--- src/rtl/prbs_frame_ctrl_if.sv ---
// Bit-serial valid/ready stream from the PRBS frame controller to its consumer.
// The master drives the bit, its valid flag and the end-of-frame marker; the
// slave answers with ready.
interface prbs_frame_ctrl_if;
    logic bit_out;
    logic bit_valid;
    logic bit_ready;
    logic frame_last;

    modport master (
        output bit_out,
        output bit_valid,
        output frame_last,
        input  bit_ready
    );

    modport slave (
        input  bit_out,
        input  bit_valid,
        input  frame_last,
        output bit_ready
    );
endinterface

--- src/rtl/prbs_frame_ctrl.sv ---
// prbs_frame_ctrl: frame controller around an 8-bit Fibonacci m-sequence LFSR.
// Seeds the LFSR, streams frame_len bits per frame over valid/ready, inserts
// GAP_CYC idle cycles between frames, supports continuous mode and abort.
// Optional build macro PRBS_FRAME_CTRL_CHECK_EN adds a self-synchronising
// receive checker (rx_bit/rx_valid in, err_cnt/sync out).
//
// state | meaning
// IDLE  | waiting for start with a non-zero frame length
// LOAD  | one cycle, seed copied into the LFSR (zero seed forced to 8'hFF)
// RUN   | bit_valid high, LFSR advances on each handshake
// GAP   | inter-frame idle, GAP_CYC cycles, LFSR holds
module prbs_frame_ctrl #(
    parameter logic [7:0] POLY    = 8'b10001110,
    parameter int         LEN_W   = 16,
    parameter int         GAP_CYC = 4
) (
    input  logic             clk,
    input  logic             rst_n,
    input  logic             start,
    input  logic             cont,
    input  logic             abort,
    input  logic [7:0]       seed,
    input  logic [LEN_W-1:0] frame_len,
    output logic             busy,
    output logic             done,
`ifdef PRBS_FRAME_CTRL_CHECK_EN
    input  logic             rx_bit,
    input  logic             rx_valid,
    output logic [15:0]      err_cnt,
    output logic             sync,
`endif
    prbs_frame_ctrl_if.master tx
);

    localparam int GAP_W = (GAP_CYC > 1) ? $clog2(GAP_CYC) : 1;
    localparam logic [GAP_W-1:0] GAP_INIT = GAP_W'((GAP_CYC > 0) ? GAP_CYC - 1 : 0);

    typedef enum logic [1:0] {IDLE, LOAD, RUN, GAP} state_t;

    state_t           state, state_nx;
    logic [7:0]       shift_reg;
    logic [7:0]       seed_q;
    logic [LEN_W-1:0] len_q;
    logic [LEN_W-1:0] bit_cnt;
    logic [GAP_W-1:0] gap_cnt;
    logic             cont_q;
    logic             latch, shift_ld, shift_adv, cnt_clr, cnt_inc, gap_ld, gap_dec, done_nx;
    logic             hs, last_bit;

    // POLY[7-i] selects shift_reg[i] into the feedback parity
    function automatic logic lfsr_fb(input logic [7:0] s);
        logic fb;
        fb = 1'b0;
        for (int i = 0; i < 8; i++) begin
            fb = fb ^ (s[i] & POLY[7-i]);
        end
        return fb;
    endfunction

    assign tx.bit_out    = shift_reg[0];
    assign tx.bit_valid  = (state == RUN);
    assign last_bit      = (bit_cnt == len_q - LEN_W'(1));
    assign tx.frame_last = (state == RUN) && last_bit;
    assign busy          = (state != IDLE);
    assign hs            = tx.bit_valid && tx.bit_ready;

    // Next-state and datapath strobes; abort overrides everything outside IDLE
    always_comb begin
        state_nx  = state;
        latch     = 1'b0;
        shift_ld  = 1'b0;
        shift_adv = 1'b0;
        cnt_clr   = 1'b0;
        cnt_inc   = 1'b0;
        gap_ld    = 1'b0;
        gap_dec   = 1'b0;
        done_nx   = 1'b0;
        case (state)
            IDLE: begin
                if (start && !abort && (frame_len != '0)) begin
                    latch    = 1'b1;
                    state_nx = LOAD;
                end
            end
            LOAD: begin
                if (abort) begin
                    state_nx = IDLE;
                end else begin
                    shift_ld = 1'b1;
                    cnt_clr  = 1'b1;
                    state_nx = RUN;
                end
            end
            RUN: begin
                if (abort) begin
                    state_nx = IDLE;
                end else if (hs) begin
                    shift_adv = 1'b1;
                    if (last_bit) begin
                        cnt_clr = 1'b1;
                        if (GAP_CYC > 0) begin
                            gap_ld   = 1'b1;
                            state_nx = GAP;
                        end else if (!cont_q) begin
                            done_nx  = 1'b1;
                            state_nx = IDLE;
                        end
                    end else begin
                        cnt_inc = 1'b1;
                    end
                end
            end
            GAP: begin
                if (abort) begin
                    state_nx = IDLE;
                end else if (gap_cnt == '0) begin
                    if (cont_q) begin
                        state_nx = RUN;
                    end else begin
                        done_nx  = 1'b1;
                        state_nx = IDLE;
                    end
                end else begin
                    gap_dec = 1'b1;
                end
            end
            default: state_nx = IDLE;
        endcase
    end

    // State, LFSR, bit counter, gap down-counter and request capture
    always_ff @(posedge clk) begin
        if (!rst_n) begin
            state     <= IDLE;
            shift_reg <= 8'hFF;
            seed_q    <= '0;
            len_q     <= '0;
            cont_q    <= 1'b0;
            bit_cnt   <= '0;
            gap_cnt   <= '0;
            done      <= 1'b0;
        end else begin
            state <= state_nx;
            done  <= done_nx;
            if (latch) begin
                seed_q <= seed;
                len_q  <= frame_len;
                cont_q <= cont;
            end
            if (shift_ld) begin
                shift_reg <= (seed_q == 8'h00) ? 8'hFF : seed_q;
            end else if (shift_adv) begin
                shift_reg <= {lfsr_fb(shift_reg), shift_reg[7:1]};
            end
            if (cnt_clr) begin
                bit_cnt <= '0;
            end else if (cnt_inc) begin
                bit_cnt <= bit_cnt + LEN_W'(1);
            end
            if (gap_ld) begin
                gap_cnt <= GAP_INIT;
            end else if (gap_dec) begin
                gap_cnt <= gap_cnt - GAP_W'(1);
            end
        end
    end

`ifdef PRBS_FRAME_CTRL_CHECK_EN
    logic [7:0]  chk_reg;
    logic [2:0]  match_cnt;
    logic [15:0] err_hist, hist_nx;
    logic        chk_pred, chk_miss;

    // Prediction from the last eight received (or predicted) bits
    always_comb begin
        chk_pred = lfsr_fb(chk_reg);
        chk_miss = (rx_bit != chk_pred);
        hist_nx  = {err_hist[14:0], chk_miss};
    end

    // Hunt by shifting raw rx bits; once locked, shift predictions so errors do not propagate
    always_ff @(posedge clk) begin
        if (!rst_n) begin
            chk_reg   <= '0;
            match_cnt <= '0;
            err_hist  <= '0;
            err_cnt   <= '0;
            sync      <= 1'b0;
        end else if (rx_valid) begin
            if (!sync) begin
                chk_reg <= {rx_bit, chk_reg[7:1]};
                if (!chk_miss) begin
                    if (match_cnt == 3'd7) begin
                        sync      <= 1'b1;
                        match_cnt <= '0;
                        err_hist  <= '0;
                    end else begin
                        match_cnt <= match_cnt + 3'd1;
                    end
                end else begin
                    match_cnt <= '0;
                end
            end else begin
                chk_reg  <= {chk_pred, chk_reg[7:1]};
                err_hist <= hist_nx;
                if (chk_miss && (err_cnt != 16'hFFFF)) begin
                    err_cnt <= err_cnt + 16'd1;
                end
                if ($countones(hist_nx) >= 8) begin
                    sync <= 1'b0;
                end
            end
        end
    end
`endif

endmodule

--- src/flat_wrapper.sv ---
// flat-port wrapper written by rule: the top's interface ports become plain ports
module prbs_frame_ctrl_flat 
#(
    parameter logic [7:0] POLY    = 8'b10001110,
    parameter int         LEN_W   = 16,
    parameter int         GAP_CYC = 4
)
  (clk, rst_n, start, cont, abort, seed, frame_len, busy, done, tx_bit_out, tx_bit_valid, tx_frame_last, tx_bit_ready);
  prbs_frame_ctrl_if tx_i ();
  input  logic clk;
  input  logic rst_n;
  input  logic start;
  input  logic cont;
  input  logic abort;
  input  logic [7:0] seed;
  input  logic [LEN_W-1:0] frame_len;
  output logic busy;
  output logic done;
  output wire logic [$bits(tx_i.bit_out)-1:0] tx_bit_out;
  output wire logic [$bits(tx_i.bit_valid)-1:0] tx_bit_valid;
  output wire logic [$bits(tx_i.frame_last)-1:0] tx_frame_last;
  input wire logic [$bits(tx_i.bit_ready)-1:0] tx_bit_ready;
  assign tx_bit_out = tx_i.bit_out;
  assign tx_bit_valid = tx_i.bit_valid;
  assign tx_frame_last = tx_i.frame_last;
  assign tx_i.bit_ready = tx_bit_ready;
  prbs_frame_ctrl #(.POLY(POLY), .LEN_W(LEN_W), .GAP_CYC(GAP_CYC)) u_core (.clk(clk), .rst_n(rst_n), .start(start), .cont(cont), .abort(abort), .seed(seed), .frame_len(frame_len), .busy(busy), .done(done), .tx(tx_i));
endmodule
--- config.mk ---
export PLATFORM = sky130hd
export DESIGN_NAME = prbs_frame_ctrl_flat
export DESIGN_NICKNAME = d
export VERILOG_FILES = /design/src/rtl/prbs_frame_ctrl_if.sv /design/src/rtl/prbs_frame_ctrl.sv /design/src/flat_wrapper.sv
export SDC_FILE = /design/constraint.sdc
export NUM_CORES = 1
export LEC_CHECK = 0
export ABC_CLOCK_PERIOD_IN_PS = 3000
export BUFFER_PORTS_ARGS = -buffer_cell sky130_fd_sc_hd__buf_4
export CAP_MARGIN = 20
export CELL_PAD_IN_SITES_DETAIL_PLACEMENT = 2
export CELL_PAD_IN_SITES_GLOBAL_PLACEMENT = 2
export CORE_MARGIN = 2
export CORE_UTILIZATION = 36
export DETAILED_ROUTE_END_ITERATION = 8
export PLACE_DENSITY_LB_ADDON = 0.2
export REMOVE_ABC_BUFFERS = 1
export SYNTH_ARGS = -nofsm -noshare
export SYNTH_HDL_FRONTEND = slang
export SYNTH_SLANG_ARGS = --single-unit
--- constraint.sdc ---
create_clock -name clk -period 3 [get_ports clk]
set_clock_uncertainty 0.1 [all_clocks]
set_input_delay 0 -clock clk [delete_from_list [all_inputs] [get_ports clk]]
set_output_delay 0 -clock clk [all_outputs]
set_load 0.03 [all_outputs]
==> results of run 1 <==
per-stage QoR:
| step | instance area, sq um | total power [mW] |
|---|---|---|
| after floorplan | 3180 | 1.05 |
| after global routing | 4280 | 1.85 |
| after CTS | 4080 | 1.75 |
| final | 4280 | 1.78 |
| after detailed placement | 3680 | 1.18 |
| after global placement | 3680 | 1.16 |
Yosys cell counts (5+ instances only):
cell      instances  area share, %
dfxtp_1          54             33
nand2_1          40            4.6
nor2_1           35            4.0
mux2i_1          27            8.2
o21ai_0          17            2.6
inv_1            15            1.7
xnor2_1          14            3.7
clkbuf_1         12            1.4
nand3_1          12            1.8
a221oi_2         11            5.0
o31ai_1           9            2.1
or4_1             9            2.1
xor2_1            9            2.4
ha_1              8            3.0
a21oi_1           7            1.1
nand4_1           6            1.1
nor3_1            6           0.91
nor4_1            5           0.95
cell type report:
cell class	instances	area [sq um]
Sequential cell	54	1090
Clock buffer	5	68.8
Multi-Input combinational cell	284	2120
Fill cell	925	4530
Timing Repair Buffer	81	752
Inverter	16	60.1
Tap cell	108	135
Clock inverter	3	48.8
how the worst max path moves through the flow:
stage	startpoint	endpoint	slack (ns)	cells after the start
6_report	u_core.len_q[0]$_SDFFE_PN0P_	u_core.bit_cnt[8]$_SDFFE_PP0P_	-0.04	10
5_1_grt	u_core.len_q[1]$_SDFFE_PN0P_	u_core.bit_cnt[8]$_SDFFE_PP0P_	-0.11	11
4_1_cts	u_core.len_q[1]$_SDFFE_PN0P_	tx_frame_last	0.08	9
3_5_place_dp	u_core.len_q[0]$_SDFFE_PN0P_	u_core.bit_cnt[15]$_SDFFE_PP0P_	0.11	10
3_3_place_gp	u_core.len_q[0]$_SDFFE_PN0P_	u_core.bit_cnt[15]$_SDFFE_PP0P_	0.19	10
2_1_floorplan	u_core.state[0]$_SDFFE_PN0P_	u_core.bit_cnt[15]$_SDFFE_PP0P_	-0.55	8
layer usage:
metal	track usage [%]	vias up
met5	0	-
met4	3.48	0
met3	2.74	18
met2	40.8	67
met1	25.3	1626
li1	-	1511
power by group through the flow:
stage	logic [mW]	registers [mW]	clock network, mW
CTS	0.412	0.780	0.554
global placement	0.370	0.794	0
finish	0.461	0.781	0.539
floorplan	0.256	0.790	0
detailed placement	0.379	0.796	0
global route	0.497	0.785	0.572
repair_timing:
| action | CTS | global route |
|---|---|---|
| setup buffers | 0 | 9 |
| endpoints found under the setup margin | 1 | 21 |
| gates cloned | 0 | 3 |
| hold buffers | 27 | 0 |
| hold endpoints to repair | 36 | 0 |
| pin swaps | 0 | 11 |
| gates resized for setup | 2 | 18 |
critical path, delay by kind of cell (launching register included):
family	cells	cell delay [ns]
flip-flops	1	0.36
AO/OA/AOI/OAI	3	0.82
AND/OR/NAND/NOR	4	1.19
buffers and inverters	3	0.48
kinds of logic (layout without fill, tap and decap cells):
logic type      Yosys count  after routing
buf+inv                  36            105
flops                    54             54
fa+ha+maj                 8              8
compound gates           74             74
mux                      28             28
xor+xnor                 23             23
simple gates            150            151
==> out/qor.yml, run 1 <==
critical_path:
  path_class: "flop to flop"
  critPathArrivalTime_ns: 3.18
  worstRegToRegCells: 10
  path_cells: "buf_4 > nor4_4 > nand3_2 > o31a_1 > o211ai_2 > nor4_4 > buf_4 > clkbuf_16 > or4_1 > a221oi_2"
  worstPathMaxFanout: 13
  r2r-end: "u_core.bit_cnt[8]$_SDFFE_PP0P_"
  worstSetupEndpointType: "flop"
  r2r-start: "u_core.len_q[0]$_SDFFE_PN0P_"
  r2r_slack_ns: -0.04
  start_kind: "flop"
  cp.required_ns: 3.13
  critPathMaxStageDelay_ns: 0.57
  cp_slowest_cell: "or4_1"
cts:
  cts_tree: "yes"
  cts_buffer_depth: 2
  cts.clk_slew.worst_paths_ns: 0.11
  clock_sinks: 54
  clockRootBuffer: "clkbuf_8"
  clk_latency_ns: 0.32
  cts_buffers: 5
  htreeDepth: 2
power_and_ir_drop:
  power_density_nw_per_um2: 416
  p_switching_mw: 0.577
  leakage_nw: 1.73
  pwr-share-seq_pct: 43.8
  pwr-share-clk_pct: 30.3
  p_sw_share_pct: 32.4
  combPwrFrac_pct: 25.9
  power.internal_mw: 1.20
  ir_worst_vdd_v: 0.000203
sta:
  slew_viol_final: 0
  post-route-period-util_pct: 101
  fin_tns_setup_ns: -0.0435
  max-slew-margin-rel_pct: 35.9
  tightestPinTransition_ns: 0.961
  hold_violations: 0
  setup_violations: 1
  layout_min_cycle_time_ns: 3.04
  setup_ws_ns: -0.0435
  fin_hold_ws_ns: 0.0585
  clock.fmax_ghz: 0.329
final_layout:
  final_nets: 480
  reg_top3: "u_core.bit_cnt: 16 flops, u_core.len_q: 16 flops"
  num_antenna_cells: 0
  area_growth_pct: 30.0
  final_common_cell: "dfxtp_1"
  finish.utilization_pct: 48.6
  fin_cells: 551
  layout_common_cells: "dfxtp_1 (52), buf_4 (48), nand2_1 (40), nor2_1 (35)"
  final_layout_size_suffix_gt1_share_pct: 25.3
die:
  io_pins: 35
  rows: 34
  core_area_sq_um: 8810
  initial_utilization_pct: 37.4
  die_w_um: 99.6
  die_area_sq_um: 9920
  die_y_um: 99.6
worst_hold_path:
  worstHoldStart: "tx_bit_ready"
  whs_path_depth: 4
  hold_end: "u_core.state[0]$_SDFFE_PN0P_"
  hold_path.class: "input pin to flop"
synth:
  synth.distinct_cells: 64
  synth_top_family_by_area: "simple AND/OR/NAND/NOR gates"
  ys.flop_type: "dfxtp_1"
  synth_xor_area_share_pct: 6.12
  synth_mux_area_share_pct: 8.56
  synthCells: 373
  syn_avg_cell_area_sq_um: 8.82
  yosysSeqAreaShare_pct: 32.9
  yosysWarnings: 0
  syn_area_sq_um: 3290
  synth-adder-area-share_pct: 3.04
  synth-async-reset-ratio_pct: 0
  synth_compound_area_share_pct: 18.7
  synth_edf_count: 0
  synthSimpleGateAreaFrac_pct: 25.5
  ys_ff_latch: 54
drt:
  wl_per_cell_um: 21.2
  antenna_left: 0
  drtIter0Drc: 76
  dr_total_vias: 3222
  first_pass_iters: 4
  route.met2.wl_um: 6400
  wl_met3_um: 277
  wl_met1_um: 4760
  highest_layer: "met4"
  drcViolationCount: 0
  drt-total-wl_um: 11700
  viasPerCell: 5.85
outcome:
  violations: "setup timing"
  status: "finished, violations left"
global_route:
  antenna_found_initial: 0
  grt_pass1_vias: 3308
  grt_max_degree: 46
  grt-ovfl-total: 0
  grt_usage_pct: 21.2
  grt_pass1_wl_um: 16900
placement:
  dpl.hpwl_um: 7130
  placed_cells: 504
  place_congestion: 0.787
  place_ws_ns: 0.108
  port_buffers: 34
run:
  maxCapViolCount: 0
No activity file was read; power rests on OpenSTA's default activity.
==> run 2, diff against run 1 <==
--- a/config.mk
+++ b/config.mk
@@ -13,7 +13,8 @@
 export CORE_MARGIN = 2
 export CORE_UTILIZATION = 36
 export DETAILED_ROUTE_END_ITERATION = 8
-export PLACE_DENSITY_LB_ADDON = 0.2
+export GPL_TIMING_DRIVEN = 0
+export PLACE_DENSITY = 0.81
 export REMOVE_ABC_BUFFERS = 1
 export SYNTH_ARGS = -nofsm -noshare
 export SYNTH_HDL_FRONTEND = slang
==> out/qor.yml, run 2 (synthesis results as in run 1) <==
die:
  die_area_sq_um: 9920  # unchanged
  core_area_sq_um: 8810  # unchanged
  initial_utilization_pct: 37.4  # unchanged
  io_pins: 35  # unchanged
  die_w_um: 99.6  # unchanged
  die_y_um: 99.6  # unchanged
  rows: 34  # unchanged
critical_path:
  path_cells: "inv_2 > ha_4 > nor3b_4 > buf_12 > buf_4 > a41oi_1 > a21oi_1 > o211ai_1 > or4_4 > o21ai_4 > clkbuf_16 > a221oi_2"
  r2r-end: "u_core.bit_cnt[14]$_SDFFE_PP0P_"
  r2r_slack_ns: 0.008  # +0.05 ns
  critPathBufInv: 4  # +1
  critPathMaxStageDelay_ns: 0.58  # about the same
  worstSetupEndpointType: "flop"
  cpLargestDelayFamily: "simple AND/OR/NAND/NOR gates"
  cp.required_ns: 3.07  # -0.06 ns
  critPathArrivalTime_ns: 3.06  # -0.12 ns
  path_class: "flop to flop"
  worstRegToRegCells: 12  # +2
  r2r-start: "u_core.len_q[0]$_SDFFE_PN0P_"
  worstPathMaxFanout: 6  # -7
  start_kind: "flop"
  cp_slowest_cell: "or4_4"
drt:
  antenna_left: 0  # unchanged
  highest_layer: "met4"
  first_pass_iters: 4  # unchanged
  route.met2.wl_um: 6070  # -5.3%
  drt-total-wl_um: 11100  # -5.1%
  drtIter0Drc: 100  # +32%
  dr_total_vias: 3131  # -2.8%
  wl_met3_um: 191  # -31%
  wl_per_cell_um: 20.3  # -4.4%
  wl_met1_um: 4670  # -1.9%
  drcViolationCount: 0  # unchanged
  viasPerCell: 5.72  # -2.1%
final_layout:
  finalInstanceArea_sq_um: 4210  # -1.6%
  final_layout_size_suffix_gt1_share_pct: 24.8  # -0.45 points
  num_antenna_cells: 0  # unchanged
  fin_cells: 547  # -0.73%
  final_nets: 476  # -0.83%
  area_growth_pct: 27.9
  reg_top3: "u_core.bit_cnt: 16 flops, u_core.len_q: 16 flops"
  layout_common_cells: "dfxtp_1 (52), buf_4 (46), nand2_1 (40), nor2_1 (35)"
  final_common_cell: "dfxtp_1"
  fill_cells: 945  # +2.2%
cts:
  clock_sinks: 54  # unchanged
  clk_latency_ns: 0.33  # about the same
  clockRootBuffer: "clkbuf_8"
  cts_buffer_depth: 2  # unchanged
  cts.clk_slew.worst_paths_ns: 0.10  # about the same
  cts_buffers: 5  # unchanged
  cts_tree: "yes"
  htreeDepth: 2  # unchanged
power_and_ir_drop:
  power_density_nw_per_um2: 402  # -3.4%
  ir_worst_vdd_v: 0.000194  # -4.4%
  pwr-share-seq_pct: 46.2  # +2.4 points
  leakage_nw: 1.69  # -2.3%
  total_power_mw: 1.69  # -4.9%
  combPwrFrac_pct: 27.0  # +1.1 points
  power.internal_mw: 1.15  # -4.6%
  p_sw_share_pct: 32.2  # -0.21 points
  p_switching_mw: 0.545  # -5.6%
  pwr-share-clk_pct: 26.8  # -3.5 points
sta:
  post-route-period-util_pct: 99.7  # -1.7 points
  layout_min_cycle_time_ns: 2.99  # -0.0514 ns
  hold_violations: 0  # unchanged
  rsz0062_at_grt: "true"
  setup_violations: 0  # -1
  fin_tns_setup_ns: 0  # +0.0435 ns
  slew_viol_final: 0  # unchanged
  tightestPinTransition_ns: 0.956  # -0.00477 ns
  max-slew-margin-rel_pct: 36.2  # +0.32 points
  fin_hold_ws_ns: 0.0367  # -0.0217 ns
  clock.fmax_ghz: 0.334  # +1.7%
global_route:
  grt_max_degree: 46  # unchanged
  grt_usage_pct: 22.2  # +1.0 points
  grt_pass1_wl_um: 17700  # +4.7%
  grt_pass1_vias: 3547  # +7.2%
  antenna_found_initial: 0  # unchanged
  grt-ovfl-total: 0  # unchanged
worst_hold_path:
  whs_path_depth: 4  # unchanged
  hold_end: "u_core.state[1]$_SDFFE_PN0P_"
  worstHoldStart: "tx_bit_ready"
  hold_path.class: "input pin to flop"
placement:
  placed_cells: 496  # -1.6%
  place_congestion: 0.845  # +7.5%
  dpl.hpwl_um: 6850  # -3.9%
  dpl_cell_area_sq_um: 3600  # -2.3%
  port_buffers: 34  # unchanged
run:
  maxCapViolCount: 0  # unchanged
outcome:
  status: "complete, no violations"
run 2: changes by cell type in the layout (fill, tap and decap cells not counted), moves of 2 or more:
| cell | change |
|---|---|
| buf_4 | -2 |
| nor4_4 | -2 |
| nor3_1 | +2 |
| a221oi_1 | -2 |
| a221oi_2 | +2 |
| nor4_2 | +2 |
run 2: timing repair:
item | CTS | global route
hold endpoints to repair | 36 | 0
buffers inserted | 10 | 9
endpoints found under the setup margin | 18 | 17
hold buffers | 27 | 0
pin swaps | 6 | 18
resized for setup | 3 | 21
gates cloned | 0 | 1
run 2: worst max-delay path by stage:
| stage | start | end | slack (ns) | cells past startpoint |
|---|---|---|---|---|
| 6_report | u_core.len_q[0]$_SDFFE_PN0P_ | u_core.bit_cnt[14]$_SDFFE_PP0P_ | 0.008 | 12 |
| 3_5_place_dp | u_core.state[0]$_SDFFE_PN0P_ | u_core.bit_cnt[15]$_SDFFE_PP0P_ | -0.71 | 8 |
| 5_1_grt | u_core.len_q[0]$_SDFFE_PN0P_ | u_core.bit_cnt[7]$_SDFFE_PP0P_ | -0.1 | 12 |
| 4_1_cts | u_core.len_q[0]$_SDFFE_PN0P_ | u_core.bit_cnt[14]$_SDFFE_PP0P_ | 0.01 | 11 |
| 2_1_floorplan | u_core.state[0]$_SDFFE_PN0P_ | u_core.bit_cnt[15]$_SDFFE_PP0P_ | -0.55 | 8 |
| 3_3_place_gp | u_core.len_q[0]$_SDFFE_PN0P_ | u_core.bit_cnt[6]$_SDFFE_PP0P_ | -1.47 | 9 |
run 2: worst reg2reg max path: stages, from the launching register on:
cell and delay, ns:
dfxtp_4 0.38, inv_2 0.07, ha_4 0.13, nor3b_4 0.28, buf_12 0.15, buf_4 0.10
a41oi_1 0.15, a21oi_1 0.19, o211ai_1 0.14, or4_4 0.58, o21ai_4 0.28, clkbuf_16 0.22
a221oi_2 0.06
run 2: power by group through the flow:
stage,Sequential (mW),Combinational (mW),Clock [mW]
floorplan,0.790,0.256,0
global placement,0.796,0.352,0
detailed placement,0.798,0.370,0
CTS,0.782,0.409,0.458
global route,0.787,0.497,0.485
finish,0.782,0.457,0.454
run 2: layout make-up:
class                   instances  area [sq um]  share of cell area, %
clock inverters                 1          5.00                  0.119
clock buffers                   7          86.3                   2.05
repair buffers                 78           712                   16.9
multi-input cells             283          2120                   50.4
flip-flops and latches         54          1090                   25.9
well taps                     108           135                   3.21
inverters                      16          62.6                   1.49
run 2: metal layers:
| metal | up-vias | GRT usage, % |
|---|---|---|
| li1 | 1499 | - |
| met1 | 1578 | 24.9 |
| met2 | 40 | 44.1 |
| met4 | 0 | 5.27 |
| met5 | - | 0 |
| met3 | 14 | 2.81 |
run 2: per-stage QoR:
| stage | worst slack [ns] | utilization, % |
|---|---|---|
| floorplan | -0.547 | - |
| global placement | -1.47 | 40.5 |
| detailed placement | -0.711 | 40.8 |
| CTS | 0.0134 | 46.0 |
| global route | -0.0971 | 47.8 |
| finish | 0.00787 | 47.8 |
